### src/rtl/ram_fifo_ctrl.sv
// Streaming FIFO controller driving both ports of an external two-port RAM.
// Tracks occupancy, raises full/empty/almost flags, and latches sticky misuse errors.
module ram_fifo_ctrl #(
    parameter int WIDTH    = 16,
    parameter int DEPTH    = 256,
    parameter int AF_LEVEL = DEPTH - 4,
    parameter int AE_LEVEL = 4
) (
    input  logic                     i_Clk,
    input  logic                     i_Rst,
    input  logic                     i_Wr_DV,
    input  logic [WIDTH-1:0]         i_Wr_Data,
    output logic                     o_Full,
    output logic                     o_AF,
    input  logic                     i_Rd_En,
    output logic                     o_Rd_DV,
    output logic [WIDTH-1:0]         o_Rd_Data,
    output logic                     o_Empty,
    output logic                     o_AE,
    output logic [$clog2(DEPTH):0]   o_Count,
    output logic                     o_Ovf,
    output logic                     o_Unf,
    output logic [$clog2(DEPTH)-1:0] o_Ram_Wr_Addr,
    output logic                     o_Ram_Wr_DV,
    output logic [WIDTH-1:0]         o_Ram_Wr_Data,
    output logic [$clog2(DEPTH)-1:0] o_Ram_Rd_Addr,
    output logic                     o_Ram_Rd_En,
    input  logic                     i_Ram_Rd_DV,
    input  logic [WIDTH-1:0]         i_Ram_Rd_Data
);
    localparam int AW = $clog2(DEPTH);
    localparam int CW = AW + 1;
    localparam logic [CW-1:0] FULL_CNT = CW'(DEPTH);
    localparam logic [CW-1:0] AF_CNT   = CW'(AF_LEVEL);
    localparam logic [CW-1:0] AE_CNT   = CW'(AE_LEVEL);

    logic [AW-1:0] wr_ptr;
    logic [AW-1:0] rd_ptr;
    logic [CW-1:0] next_count;
    logic          wr_ok;
    logic          rd_ok;
    logic          rd_pend;

    // Accept decisions use the registered flags, so a same-cycle opposite
    // operation never rescues a write at full or a read at empty.
    assign wr_ok = i_Wr_DV & ~o_Full;
    assign rd_ok = i_Rd_En & ~o_Empty;

    assign o_Ram_Wr_DV   = wr_ok;
    assign o_Ram_Wr_Addr = wr_ptr;
    assign o_Ram_Wr_Data = i_Wr_Data;
    assign o_Ram_Rd_En   = rd_ok;
    assign o_Ram_Rd_Addr = rd_ptr;

    always_comb begin
        // NOTE: default assignment first so every path drives next_count and no latch is inferred.
        next_count = o_Count;
        case ({wr_ok, rd_ok})
            2'b10:   next_count = o_Count + CW'(1);
            2'b01:   next_count = o_Count - CW'(1);
            default: next_count = o_Count;
        endcase
    end

    // NOTE: state uses non-blocking assignments so every register samples pre-edge values.
    always_ff @(posedge i_Clk or posedge i_Rst) begin
        if (i_Rst) begin
            wr_ptr  <= '0;
            rd_ptr  <= '0;
            o_Count <= '0;
            o_Full  <= 1'b0;
            o_Empty <= 1'b1;
            o_AF    <= 1'b0;
            o_AE    <= 1'b1;
            o_Ovf   <= 1'b0;
            o_Unf   <= 1'b0;
        end else begin
            if (wr_ok) wr_ptr <= wr_ptr + AW'(1);
            if (rd_ok) rd_ptr <= rd_ptr + AW'(1);
            o_Count <= next_count;
            o_Full  <= (next_count == FULL_CNT);
            o_Empty <= (next_count == '0);
            o_AF    <= (next_count >= AF_CNT);
            o_AE    <= (next_count <= AE_CNT);
            if (i_Wr_DV & o_Full)  o_Ovf <= 1'b1;
            if (i_Rd_En & o_Empty) o_Unf <= 1'b1;
        end
    end

    // rd_pend qualifies the RAM return so data launched before a reset is dropped.
    always_ff @(posedge i_Clk or posedge i_Rst) begin
        if (i_Rst) begin
            rd_pend   <= 1'b0;
            o_Rd_DV   <= 1'b0;
            o_Rd_Data <= '0;
        end else begin
            rd_pend <= rd_ok;
            o_Rd_DV <= i_Ram_Rd_DV & rd_pend;
            if (i_Ram_Rd_DV & rd_pend) o_Rd_Data <= i_Ram_Rd_Data;
        end
    end

endmodule

### config.mk
export PLATFORM = sky130hd
export DESIGN_NAME = ram_fifo_ctrl
export DESIGN_NICKNAME = d
export VERILOG_FILES = /design/src/rtl/ram_fifo_ctrl.sv
export SDC_FILE = /design/constraint.sdc
export NUM_CORES = 1
export LEC_CHECK = 0
export CAP_MARGIN = 40
export CORE_MARGIN = 4
export CORE_UTILIZATION = 42
export CTS_BUF_LIST = sky130_fd_sc_hd__clkbuf_4 sky130_fd_sc_hd__clkbuf_8
export DETAILED_ROUTE_END_ITERATION = 10
export PLACE_DENSITY = 0.75
export RECOVER_POWER = 50
export SYNTH_ARGS = -nofsm -noshare
export SYNTH_HDL_FRONTEND = slang
export SYNTH_SLANG_ARGS = --single-unit
### constraint.sdc
create_clock -name i_Clk -period 3.7 [get_ports i_Clk]
set_clock_uncertainty 0.15 [all_clocks]
set_input_delay 0.74 -clock i_Clk [delete_from_list [all_inputs] [get_ports i_Clk]]
set_output_delay 0.74 -clock i_Clk [all_outputs]
set_load 0.05 [all_outputs]
* Word-level counts from Yosys, hierarchy flattened
Index checks and enable logic that the tools add are counted.
** Word-level totals
- Bits of input ports :: 37
- Word-level logic and storage cells :: 30
- Register bits :: 49
- Output and inout bits :: 66
** Cells by class
- Reduce and logical (&&, ||, !) cells :: 1
- $add $sub $neg :: 4
- $lt $le $gt $ge :: 2
- Bitwise gates (word level) :: 7
- Equality and inequality tests :: 3
- Multiplexer cells :: 1
** Operator list (number)
- $pmux 9 s2 :: 1
- $add 8x1->8 const B :: 2
- $add 9x1->9 const B :: 1
- $eq 9x9->1 const B :: 1
- $ge 9x8->1 const B :: 1
- $le 9x3->1 const B :: 1
- $logic_not 9->1 :: 1
- $sub 9x1->9 const B :: 1
- $and 1x1->1 :: 5
- $eq 2x1->1 const B :: 1
- $eq 2x2->1 const B :: 1
- $not 1->1 :: 2

* Depth between registers and ports, before layout
Gate-level depths: netlist of the first run.
- Word-level depth :: 5
- Depth in mapped cells :: 13
- Gate-level depth less buffers :: 13

* Worst setup path before layout of the first run
Ideal clock, no wire load.
- Path kind :: register to register
- Start :: register o_Empty
- End :: register o_AE
- Period minus slack after synthesis :: 3075 ps
- Setup slack :: 625 ps
- Arrival time :: 2829 ps
- Path buffers :: 0
- Data required time :: 3454 ps
- Library setup time :: 96 ps
- Stages on the path, launching flop included :: 12
- Cell sequence :: dfstp_2 nand2b_4 inv_4 nand2_8 inv_4 ha_1 or4_1 a31oi_1 a311oi_2 xor2_1 nand2_1 nor4_1
** On the way
- Cells in the longest elaborated chain, start to end :: 5
** RTL lines
- from (decl) :: line 18 : output logic o_Empty,
- from (signal assigned) :: line 82 : o_Empty <= (next_count == '0);
- $not 1->1 * :: line 47 : assign rd_ok = i_Rd_En & ~o_Empty;
- $and 1x1->1 * :: line 47
- via o_Ram_Rd_En :: line 27 : output logic o_Ram_Rd_En,
- $eq 2x1->1 / $eq 2x2->1 (equally long branches) :: line 58 : case ({wr_ok, rd_ok})
- $pmux 9 s2 * :: line 58
- $le 9x3->1 * :: line 84 : o_AE <= (next_count <= AE_CNT);
- to (signal assigned) :: line 84
- to (decl) :: line 19 : output logic o_AE,
Mark *: on every way through the listed nets, which the timed path passes. The rest lies on a longest branch.
A chain may end at the register's enable or synchronous reset.

* Final worst setup path of the first run
- Start :: input port i_Wr_DV
- End :: register o_Empty
** On the way
- Cells in the longest elaborated chain, start to end :: 4
** RTL lines
- from (decl) :: line 11 : input logic i_Wr_DV,
- $and 1x1->1 * :: line 46 : assign wr_ok = i_Wr_DV & ~o_Full;
- $eq 2x1->1 / $eq 2x2->1 (equally long branches) :: line 58
- $pmux 9 s2 * :: line 58
- $logic_not 9->1 * :: line 82
Every way passes the cells marked *; elsewhere a longest branch is shown, timed or not.

==> results of run 1 <==
==> worst max-delay path: cells and delay by family <==
| family | cells | cell delay (ps) |
|---|---|---|
| and+or+nand+nor | 5 | 1190 |
| buffers and inverters | 2 | 630 |
| adders and majority gates | 1 | 320 |
| AOI/OAI and AO/OA | 2 | 300 |
| xor gates and xnor gates | 1 | 260 |
==> power groups by stage <==
stage	Sequential [mW]	Clock (mW)	Combinational, mW
after floorplan	1.46	0	0.681
after global placement	0.948	0	1.69
after detailed placement	0.948	0	1.70
after CTS	0.938	0.346	1.70
after global routing	0.976	0.369	1.79
final	0.937	0.332	1.69
==> worst min-delay path by stage <==
stage / startpoint / to / slack, ps / depth (start not counted)
floorplan: o_Empty / o_Unf / 510 / 1
global placement: o_Unf / o_Unf / 300 / 1
detailed placement: o_Unf / o_Unf / 290 / 1
CTS: o_Ovf / o_Ovf / 310 / 1
global route: o_Ovf / o_Ovf / 350 / 1
finish: o_Ovf / o_Ovf / 310 / 1
==> metrics by stage <==
| stage | instances | instance area, sq um | worst slack (ps) | hold WS, ps |
|---|---|---|---|---|
| detailed placement | 375 | 3400 | 68.1 | 293 |
| global route | 383 | 3470 | 111 | 345 |
| CTS | 383 | 3490 | 348 | 314 |
| finish | 383 | 3470 | 297 | 312 |
| floorplan | 238 | 2670 | 625 | 511 |
| global placement | 374 | 3380 | 136 | 297 |
==> layer usage <==
layer  wire length, microns  GRT usage (%)  up-vias
li1                       -              -      956
met4                     65           4.60        0
met5                      0              0        -
met2                   2790           26.0       92
met3                    504           4.05        9
met1                   2720           21.3      963
==> flip-flops by register name, summed over array words and instances, names as in the netlist, 8 cells and up <==
signal,flops
o_Count,9
o_Ram_Rd_Addr,8
o_Ram_Wr_Addr,8
o_Rd_Data,16
==> logic make-up (layout without fill, tap and decap cells) <==
| family | after synthesis | in the layout | synth area share [%] |
|---|---|---|---|
| AND/OR/NAND/NOR | 69 | 69 | 14.9 |
| XOR/XNOR | 23 | 23 | 8.10 |
| flip-flops | 49 | 49 | 46.0 |
| AO/OA/AOI/OAI | 36 | 36 | 11.3 |
| buffers and inverters | 39 | 109 | 10.2 |
| multiplexers | 17 | 17 | 7.16 |
| adder cells (fa/ha/maj) | 5 | 5 | 2.34 |
==> Yosys cell counts (2+ instances only) <==
library cell  number
dfstp_2            2
buf_4             17
nand2b_4           2
xor2_2             2
nor2_1             8
nor4_1             5
a21o_1             4
a31oi_1            3
a221oi_2           2
nor3_1             5
nand4_1            4
inv_1             10
inv_4              2
buf_6              3
nand3_1            7
mux2_2            17
nand2_1           22
xnor2_1           15
xor2_1             6
a21oi_1            5
buf_2              3
ha_1               5
dfrtp_1           47
and3_1             2
o21ai_0            5
and2_1             2
==> cell type report <==
cell class / instances / area (sq um) / share of cell area [%]
Multi-Input combinational cell: 150 / 1170 / 33.7
Clock inverter: 2 / 13.8 / 0.396
Clock buffer: 6 / 82.6 / 2.38
Timing Repair Buffer: 88 / 826 / 23.8
Tap cell: 75 / 93.8 / 2.70
Sequential cell: 49 / 1230 / 35.4
Inverter: 13 / 58.8 / 1.69
==> key figures, run 1 <==
Die
  – Io pins: a little over 100
  – Starting Density: 44.1%
  – # rows: 28
  – Die X: between 80 and 90 microns
  – Die Ht: between 80 and 90 microns
  – Die area: 7710 sq um
  – Core area: between 6000 and 7000 sq um

Detailed routing
  – Drt wl/cell: between 15 and 20 microns
  – DR DRC count: 0
  – Vias per cell: 5.27
  – Iter 0 DRT Violations: 76
  – Routed via count: 2020
  – Wirelength, routed: between 6 and 7 mm
  – DR pass1 iterations: 4
  – DRT antenna net count: 0

Power and ir drop
  – Leak pwr: about 1.5 nW
  – Clock Power Share: 11.2%
  – Switching pwr: about 1.5 mW
  – Sw frac: between 40% and 50%
  – Sequential share of power: between 30% and 40%
  – Combinational power share: 57.1%
  – Int Pwr: roughly 1.5 mW
  – Peak supply drop: 0.522 mV
  – Power per cell area: between 800 and 900 nW/um^2
  – Final Power: between 2 and 3 mW

Yosys
  – Synth Net Count: 280
  – Synth Instances: 238
  – Yosys warning total: 0
  – Mapped cell area: about 2700 sq um
  – Ranking of synthesized cells by area: dfrtp_1 44%, mux2_2 7.2%, xnor2_1 4.9%
  – #FFs+latches synth: roughly 50
  – Top cell type's share of synthesized area: a little over two fifths
  – Netlist cell types: roughly 60
  – Number of flops mapped to enable cells by yosys: 0
  – Fraction of registers with async set or reset after synthesis: 100%
  – Synth Area per Inst: ~11 sq um
  – Synth Flop Type: dfrtp_1
  – Post-synthesis sequential area ratio: a little under half
  – Area leader, netlist: dfrtp_1

Clock network
  – Num Clock Sinks: between 40 and 50
  – Clk_lat worst skew: around 300 ps
  – Clk slew on worst S/H paths: 90 ps
  – # Post-CTS Setup Buffers: 0
  – PostCTS Resize Cnt: 0
  – Num CTS Buffers: 5
  – CTS tree: built
  – Hold-fix buffers, CTS: 0
  – CTS HTree Levels: 2
  – Clk buf depth: 2
  – Clock root cell: clkbuf_8

Layout
  – Filler instances: 512
  – Final Core Density: 57.3%
  – Commonest non-fill, non-tap cell in the layout: clkdlybuf4s50_1
  – Nets@finish: roughly 350
  – Area Growth Syn to Fin: 29.9%
  – Commonest cells after routing, fill and taps aside: 66 x clkdlybuf4s50_1, 47 x dfrtp_1, 22 x nand2_1
  – Antenna diodes: 0
  – Share of post-route cells with drive strength above 1: slightly above 20%

Min path
  – Hold crit path type: register to register

Critical path
  – Reg2reg start: o_Empty
  – Startpoint Class: input port
  – Worst EP arrival: ~3500 ps
  – WP data required: between 3000 and 4000 ps
  – Critical path type: input port to register
  – R2R Setup Slk: around 700 ps
  – Slowest cell on the critical path: dlygate4sd3_1
  – Critical path origin: i_Wr_DV
  – Largest fanout on the critical path: 6
  – CP max stage delay: roughly 600 ps
  – CP cell instances: dlygate4sd3_1 > nand2b_4 > nand2_8 > inv_4 > ha_1 > or4_1 > a31oi_1 > a311oi_2 > xor2_1 > nand2_1 > nor4_1
  – CP Capture Type: register
  – R2R depth: 11
  – Worst r2r dst: o_Empty
  – Setup crit end: o_Empty

STA
  – Slew Limit Fails: 32
  – Tcrit/Tclk final: just over 90%
  – RSZ-0062 raised after global routing: no
  – Fmax: around 300 MHz
  – Total negative setup slack: 0 ps
  – Slew of the pin with the lowest slew margin: 1600 ps
  – Final Hold Viols: 0
  – Final min period: 3400 ps
  – # setup viols final: 0
  – Rel. slew slack: -6.83%

Placed design
  – Port buffer count: 70
  – GPL Wtd Cong: just over 0.9
  – HPWL Detailed: 4.66 mm

Run status
  – Run status: finished, violations left
  – Failing checks: capacitance limit, slew limit

Global routing
  – Grt ovf: 0
  – Largest net degree at the start of global routing: 32
  – Initial antenna violation count: 0
  – GRT Util Overall: between 10% and 20%
  – Number of global-route vias before repair: 1953
  – First-pass GRT wire length: just under 10 mm

Flow run
  – Max_cap viols: 1
Note: power is estimated with default switching activity, not from simulation.
==> run 2: changes to the inputs <==
Clock period 3.7 ns to 3.95 ns, I/O delays scaled along.
==> run 2 against run 1 <==
Compared with the run above: the run still ends with capacitance limit, slew limit left; critical path depth fell by 6; wire length fell by 5.5%; core utilization fell by 1.7 points; final cell count fell by 3.4%; die area did not move; global-route usage fell by 0.51 points; combinational power fell by 10%; sequential cell count did not move; worst hold slack improved by 6.1 ps; sequential share of layout area rose by 1.1 points; critical path type is now input port to output pin; largest cell class unchanged; highest routed layer unchanged.
==> key figures, run 2 (synthesis results as in run 1) <==
Critical path
  – Largest fanout on the critical path: 10
  – R2R Setup Slk: 910 ps
  – Startpoint Class: input port
  – Slowest cell on the critical path: clkdlybuf4s50_1
  – CP cell instances: dlygate4sd3_1 > nand2b_2 > inv_4 > clkbuf_1 > clkdlybuf4s50_1
  – Critical path type: input port to output pin
  – Critical path depth in cells: 5
  – CP Capture Type: output pin
  – R2R depth: 11
  – Buf/Inv on CP: 4
  – CP max stage delay: 890 ps
  – Top Family by Delay on Critical Path: buffers and inverters
  – Reg2reg start: o_Empty
  – WP data required: about 3000 ps
  – Worst r2r dst: o_Empty
  – Worst EP arrival: 2800 ps

Global routing
  – Number of global-route vias before repair: ~1900
  – Met1 usage: 22.5%
  – Largest net degree at the start of global routing: 40
  – Grt met2 use: 22.5%
  – GRT Util Overall: 15.5%
  – Met3 usage: under 10%
  – First-pass GRT wire length: 9.37 mm
  – Initial antenna violation count: 0
  – Gr busiest metal: met2
  – Grt ovf: 0

Clock network
  – Clk buf depth: 2
  – PostCTS Resize Cnt: 0
  – Clk slew on worst S/H paths: approximately 90 ps
  – # Post-CTS Setup Buffers: 0
  – CTS tree: built
  – Num Clock Sinks: 49
  – Hold-fix buffers, CTS: 0
  – Clock root cell: clkbuf_8
  – Num CTS Buffers: 5
  – Clk_lat worst skew: roughly 300 ps
  – CTS HTree Levels: 2

Layout
  – Antenna diodes: 0
  – Area Growth Syn to Fin: 26.1%
  – Share of post-route cells with drive strength above 1: between 10% and 20%
  – Largest register FFs: 16
  – Final cell count without fillers: 370
  – Commonest non-fill, non-tap cell in the layout: clkdlybuf4s50_1
  – Biggest register: o_Rd_Data
  – Commonest cells after routing, fill and taps aside: 66 x clkdlybuf4s50_1, 47 x dfrtp_1, 22 x nand2_1
  – Nets@finish: about 340
  – Largest registers: o_Rd_Data x16, o_Count x9

Power and ir drop
  – Power per cell area: around 800 nW/um^2
  – Sequential share of power: roughly a third
  – Peak supply drop: roughly 0.50 mV
  – Clock Power Share: ~11%
  – Sw frac: approximately half
  – Leak pwr: 1.42 nW
  – Combinational power share: 56.2%
  – Final Power: between 2 and 3 mW
  – Switching pwr: roughly 1.3 mW
  – Int Pwr: about 1.4 mW

Flow run
  – Max_cap viols: 1

Detailed routing
  – Iter 0 DRT Violations: 104
  – DRT antenna net count: 0
  – Routed via count: 1956
  – Vias per cell: about 5.3
  – Drt wl/cell: between 15 and 20 microns
  – Wirelength, routed: around 5.8 mm
  – DR DRC count: 0
  – DR pass1 iterations: 4

Placed design
  – Placed cell count: around 360
  – Port buffer count: 70
  – GPL Wtd Cong: 0.915
  – Place WS: roughly 160 ps
  – HPWL Detailed: around 4.3 mm

Run status
  – Run status: finished, violations left
  – Failing checks: capacitance limit, slew limit

Min path
  – Hold crit path type: register to register
  – Hold depth: 1
  – Hold Startpoint: o_Unf
  – Hold EP: o_Unf

STA
  – Tcrit/Tclk final: a little over nine tenths
  – Rel. slew slack: -37.9%
  – Fmax: approximately 270 MHz
  – # setup viols final: 0
  – Final min period: 3740 ps
  – Slew of the pin with the lowest slew margin: approximately 2100 ps
  – Total negative setup slack: 0 ps
  – RSZ-0062 raised after global routing: no
  – Setup ws final: about 210 ps
  – Hold_ws: 318 ps
  – Final Hold Viols: 0
  – Slew Limit Fails: 40

Die
  – Die area: between 7000 and 8000 sq um
  – Starting Density: about 44%
  – Core area: 6060 sq um
  – Die Ht: a little under 90 microns
  – Io pins: 103
  – # rows: 28
  – Die X: roughly 88 microns
## run 2: metrics by stage
stage                     util, %  cell area [sq um]
after global placement       54.2               3280
after detailed placement     54.5               3300
after global routing         55.6               3370
final                        55.6               3370
after floorplan                 -               2670
after CTS                    56.1               3400
## run 2: per-layer routing
metal	wire length, microns	up-vias
li1	-	933
met5	0	-
met1	2650	918
met3	518	10
met2	2510	95
met4	75	0
## run 2: how the worst max path moves through the flow
stage / start / slack (ps) / endpoint
2_1_floorplan: i_Rd_En / 860 / o_AE
3_3_place_gp: i_Wr_DV / 200 / o_AE
3_5_place_dp: i_Wr_DV / 160 / o_Empty
4_1_cts: i_Wr_DV / 460 / o_Empty
5_1_grt: i_Rst / 130 / o_Ram_Rd_Addr[1]
6_report: i_Rd_En / 210 / o_Ram_Rd_En
## run 2: cell type report
class                   count  area, sq um
clock buffers               6         82.6
clock inverters             2         13.8
fillers                   517         2690
inverters                  13         58.8
multi-input cells         150         1170
flip-flops and latches     49         1230
well taps                  75         93.8
repair buffers             75          727
## run 2: power groups by stage
| stage | sequential, mW | combinational, mW | clock [mW] |
|---|---|---|---|
| floorplan | 1.36 | 0.637 | 0 |
| global placement | 0.888 | 1.52 | 0 |
| detailed placement | 0.889 | 1.53 | 0 |
| CTS | 0.879 | 1.53 | 0.318 |
| global route | 0.915 | 1.62 | 0.339 |
| finish | 0.878 | 1.52 | 0.306 |
